**config.mk**
```make
export PLATFORM = sky130hd
export DESIGN_NAME = subkey_schedule
export DESIGN_NICKNAME = d
export VERILOG_FILES = /design/src/rtl/subkey_schedule_pkg.sv /design/src/rtl/subkey_round.sv /design/src/rtl/subkey_schedule.sv
export SDC_FILE = /design/constraint.sdc
export NUM_CORES = 1
export LEC_CHECK = 0
export ABC_AREA = 1
export BUFFER_PORTS_ARGS = -buffer_cell sky130_fd_sc_hd__buf_2
export CAP_MARGIN = 25
export CORE_MARGIN = 2
export CORE_UTILIZATION = 39
export DETAILED_ROUTE_END_ITERATION = 8
export SLEW_MARGIN = 20
export SYNTH_ARGS = -nofsm -noshare
export SYNTH_HDL_FRONTEND = slang
export SYNTH_SLANG_ARGS = --single-unit
```
**constraint.sdc**
```tcl
create_clock -name ap_clk -period 5.3 [get_ports ap_clk]
set_input_delay 1.06 -clock ap_clk [delete_from_list [all_inputs] [get_ports ap_clk]]
set_output_delay 1.06 -clock ap_clk [all_outputs]
set_load 0.01 [all_outputs]
```
**src/rtl/subkey_schedule_pkg.sv**
```systemverilog
// Shared definitions for the subkey schedule generator.
//   NUM_ROUNDS / KEY_W / HALF_W / ROUND_W : fixed geometry of the schedule
//   SHIFT1_MASK / shift_amount()         : per-round rotate amount s(i)
//   state_t                              : FSM state encoding
package subkey_schedule_pkg;

    localparam int NUM_ROUNDS = 16;
    localparam int KEY_W      = 64;
    localparam int HALF_W     = KEY_W / 2;
    localparam int ROUND_W    = 4;

    // Bit i set means round i rotates by 1; every other round rotates by 2.
    // Rounds 0, 1, 8 and 15 are the single-step rounds.
    localparam logic [NUM_ROUNDS-1:0] SHIFT1_MASK = 16'b1000_0001_0000_0011;

    typedef enum logic [1:0] {
        ST_IDLE  = 2'd0,
        ST_WRITE = 2'd1,
        ST_DONE  = 2'd2
    } state_t;

    function automatic logic [1:0] shift_amount(input logic [ROUND_W-1:0] round);
        return SHIFT1_MASK[round] ? 2'd1 : 2'd2;
    endfunction

endpackage

```
**src/rtl/subkey_round.sv**
```systemverilog
// One round of the subkey schedule, purely combinational.
//   c, d     : current 32-bit halves
//   round    : round index 0..15
//   c_next   : c rotated left by s(round)
//   d_next   : d rotated left by s(round)
//   subkey   : {c_next, d_next} XOR the round index replicated in every nibble
module subkey_round
    import subkey_schedule_pkg::*;
(
    input  logic [HALF_W-1:0]  c,
    input  logic [HALF_W-1:0]  d,
    input  logic [ROUND_W-1:0] round,
    output logic [HALF_W-1:0]  c_next,
    output logic [HALF_W-1:0]  d_next,
    output logic [KEY_W-1:0]   subkey
);

    logic             rot_two;
    logic [KEY_W-1:0] tweak;

    assign rot_two = (shift_amount(round) == 2'd2);

    // Only two rotate amounts exist, so a 2:1 mux of fixed rotations is all
    // that is needed; the two halves never exchange bits.
    assign c_next = rot_two ? {c[HALF_W-3:0], c[HALF_W-1:HALF_W-2]}
                            : {c[HALF_W-2:0], c[HALF_W-1]};
    assign d_next = rot_two ? {d[HALF_W-3:0], d[HALF_W-1:HALF_W-2]}
                            : {d[HALF_W-2:0], d[HALF_W-1]};

    genvar gi;
    generate
        for (gi = 0; gi < KEY_W / ROUND_W; gi++) begin : g_tweak
            assign tweak[gi*ROUND_W +: ROUND_W] = round;
        end
    endgenerate

    assign subkey = {c_next, d_next} ^ tweak;

endmodule

```
**src/rtl/subkey_schedule.sv**
```systemverilog
// Generates 16 round subkeys from a 64-bit master key and streams them into
// an external RAM, one write per cycle at addresses 0..15.
//   ap_clk, ap_rst           : clock, asynchronous active-high reset
//   ap_start                 : begin a schedule (honoured only in IDLE)
//   ap_done, ap_ready        : one-cycle pulse after the last write
//   ap_idle                  : high while in IDLE
//   key                      : master key, captured on the accepting edge
//   sub_key_address0/ce0/we0/d0 : RAM write port
module subkey_schedule
    import subkey_schedule_pkg::*;
(
    input  logic               ap_clk,
    input  logic               ap_rst,
    input  logic               ap_start,
    output logic               ap_done,
    output logic               ap_idle,
    output logic               ap_ready,
    input  logic [KEY_W-1:0]   key,
    output logic [ROUND_W-1:0] sub_key_address0,
    output logic               sub_key_ce0,
    output logic               sub_key_we0,
    output logic [KEY_W-1:0]   sub_key_d0
);

    state_t              state_reg;
    logic [HALF_W-1:0]   c_reg;
    logic [HALF_W-1:0]   d_reg;
    logic [ROUND_W-1:0]  round_reg;
    logic                done_reg;
    logic                idle_reg;

    logic [HALF_W-1:0]   c_next;
    logic [HALF_W-1:0]   d_next;
    logic [KEY_W-1:0]    subkey;
    logic                write_active;

    subkey_round u_round (
        .c      (c_reg),
        .d      (d_reg),
        .round  (round_reg),
        .c_next (c_next),
        .d_next (d_next),
        .subkey (subkey)
    );

    always_ff @(posedge ap_clk or posedge ap_rst) begin
        if (ap_rst) begin
            state_reg <= ST_IDLE;
            c_reg     <= '0;
            d_reg     <= '0;
            round_reg <= '0;
            done_reg  <= 1'b0;
            idle_reg  <= 1'b1;
        end else begin
            case (state_reg)
                ST_IDLE: begin
                    done_reg <= 1'b0;
                    if (ap_start) begin
                        c_reg     <= key[KEY_W-1:HALF_W];
                        d_reg     <= key[HALF_W-1:0];
                        round_reg <= '0;
                        idle_reg  <= 1'b0;
                        state_reg <= ST_WRITE;
                    end
                end
                ST_WRITE: begin
                    c_reg     <= c_next;
                    d_reg     <= d_next;
                    // The 15->0 wrap lands exactly on the exit to DONE, so the
                    // counter never produces a 17th address.
                    round_reg <= round_reg + 4'd1;
                    if (round_reg == ROUND_W'(NUM_ROUNDS - 1)) begin
                        done_reg  <= 1'b1;
                        state_reg <= ST_DONE;
                    end
                end
                ST_DONE: begin
                    done_reg  <= 1'b0;
                    idle_reg  <= 1'b1;
                    state_reg <= ST_IDLE;
                end
                default: begin
                    done_reg  <= 1'b0;
                    idle_reg  <= 1'b1;
                    state_reg <= ST_IDLE;
                end
            endcase
        end
    end

    // The write port is a decode of the state register, so reset removes it
    // immediately without waiting for a clock edge.
    assign write_active     = (state_reg == ST_WRITE);
    assign sub_key_ce0      = write_active;
    assign sub_key_we0      = write_active;
    assign sub_key_address0 = write_active ? round_reg : '0;
    assign sub_key_d0       = write_active ? subkey : '0;

    assign ap_done  = done_reg;
    assign ap_ready = done_reg;
    assign ap_idle  = idle_reg;

endmodule

```
==> impl_metrics.toml <==
[cts]
cts_buffer_depth = 2
cts-root-buf = "clkbuf_16"
clock_sinks = 72
cts_tree = "built"
hold_buffers = 0
cts_max_level = 3
cts-resized-gates = 0
insertion_delay_ns = 0.34
clkSlewWorstSetupHoldPaths_ns = 0.06
cts_buffers = 9
cts_setup_buffers = 0

[routing]
dr_wl_met2_mm = 9.32
postRouteAntennaNets = 0
routed.top_layer = "met4"
met3_length_mm = 1.17
drc = 0
wl_per_cell_um = 14.1
dr.pass1.iters = 5
m1WireLength_mm = 9.88
num_vias = 7475
drt_wl_total_mm = 20.8
avgViaCountPerCell = 5.06
drt_iter0_drc = 640

[critical_path]
slowest_stage = "clkinv_1"
worstPathCellList = "buf_4, clkinv_1, ha_1, nand2_1, nand3_4, nand2_4, buf_4, nand2_1, nand2_1, nor2_1, nor2_1, buf_2"
crit_path_start_kind = "flip-flop"
cp.arrival_ns = 3.24
cpPeakStageDelay_ns = 0.47
cp_max_fo = 38
crit_family = "buffers and inverters"
cp.required_ns = 4.24
crit_type = "reg2out"
ff2ff_path_depth = 12
cp.depth = 12
crit_top_cell = "nand2_1"
crit_buf_inv = 4
worst_setup_path_end_kind = "primary output"

[floorplanning]
die_area_mm2 = 0.0175
die_width_um = 132
num_rows = 46
fp.dieH_um = 132
ios = 140
fp.coreArea_mm2 = 0.0160
start_util = 0.401

[synth]
ys_seq_elements = 72
ys_types = 22
synth_area_leaders = "dfrtp_1 (28%), nand2_1 (25%), nand3_1 (19%), nor2_1 (13%), inv_1 (3.9%)"
synth_warnings = 0
synth-edff-count = 0
netlist_instances = 1176
yosys.area.top_type = "dfrtp_1"
yosysSeqAreaShare = 0.281
synth_area_mm2 = 0.00642
avgSynthCellArea_um2 = 5.46
async_reset_ff_frac = 1.00
synth_flop_cell = "dfrtp_1"
syn_nets = 1247
synth_top_area_frac = 0.277

[sta]
post-route-period-util = 0.812
slew_violations = 0
fin_crit_ns = 4.30
hold_violations = 0
fmax_ghz = 0.232
tightestPinTransition_ns = 0.960
rsz0062_at_grt = "no"
maxSlewHeadroom = 0.360
setup_viol_count_final = 0
clock_skew_ns = 0.00710
final.setup.tns_ns = 0

[global_route]
track_usage = 0.239
grt_start_max_net_pins = 107
antenna_found_initial = 0
grt_overflow = 0
grt_pass1_wl_mm = 34.3
grt_pass1_vias = 6685

[cells_and_area]
nets = 1328
final_common_cell = "nand2_1"
drive_gt1_frac = 0.145
layout_common_cells = "nand2_1 (431), nand3_1 (241), nor2_1 (227), buf_2 (139), dfrtp_1 (71)"
antenna_cells = 0
fin_cells = 1478
area_growth_pct = 16.2

[status]
status = "complete, no violations"

[job]
cap_viol_max_count = 0

[worst_hold_path]
hold_depth = 1
worstHoldPathType = "reg2reg"

[placement]
port_buffers = 139
gp_congestion = 0.812
dp_hpwl_mm = 13.0
place_inst = 1461
[cell usage after synthesis, types with 2 or more instances]
cell	n
ha_1	4
clkbuf_1	37
o22ai_1	2
dfrtp_1	71
inv_2	5
a21oi_1	16
o21ai_0	17
nand2_1	432
nand3_1	241
inv_1	66
buf_2	30
buf_4	7
nor2_1	227
buf_1	13
[worst paths after layout]
| check | start | endpoint | slack (ns) |
|---|---|---|---|
| worst min register to register | ap_done | ap_done | 0.51 |
| worst max-delay path | round_reg[0] | sub_key_d0[53] | 1.0 |
| max in group asynchronous | ap_rst | d_reg[23] | 3.51 |
| min in group asynchronous | ap_rst | state_reg[1] | 0.82 |
| worst min-delay path | ap_done | ap_done | 0.51 |
| worst max register to register | round_reg[0] | d_reg[26] | 2.36 |
[final cells by class]
cell class / instances / area (um2)
Clock inverter: 4 / 20.0
Inverter: 72 / 274
Timing Repair Buffer: 157 / 863
Tap cell: 216 / 270
Sequential cell: 72 / 1800
Clock buffer: 12 / 246
Fill cell: 1825 / 8540
Multi-Input combinational cell: 945 / 3980
[kinds of logic after synthesis]
| logic type | after synthesis | synth area share |
|---|---|---|
| AND/OR/NAND/NOR | 903 | 0.577 |
| buffers and inverters | 159 | 0.103 |
| flip-flops | 72 | 0.281 |
| AO/OA/AOI/OAI | 37 | 0.0302 |
| adder cells (fa/ha/maj) | 4 | 0.00780 |
| XOR/XNOR | 1 | 0.00136 |
[per-layer routing]
layer  GRT usage  up-vias
met2       0.374      256
li1            -     3841
met3      0.0323       26
met1       0.342     3352
met4      0.0753        0
met5           0        -
[stage by stage]
stage | utilization | instance area, um2 | hold slack (ns) | worst slack, ns
finish | 0.466 | 7460 | 0.507 | 0.998
global route | 0.466 | 7460 | 0.546 | 0.753
CTS | 0.464 | 7430 | 0.516 | 0.855
detailed placement | 0.448 | 7170 | 0.503 | 1.22
global placement | 0.448 | 7170 | 0.477 | 1.26
floorplan | - | 6420 | 0.463 | 1.96
Power is not shown: default switching activity piles up to over one toggle a cycle in this logic, so the estimate is an artifact.
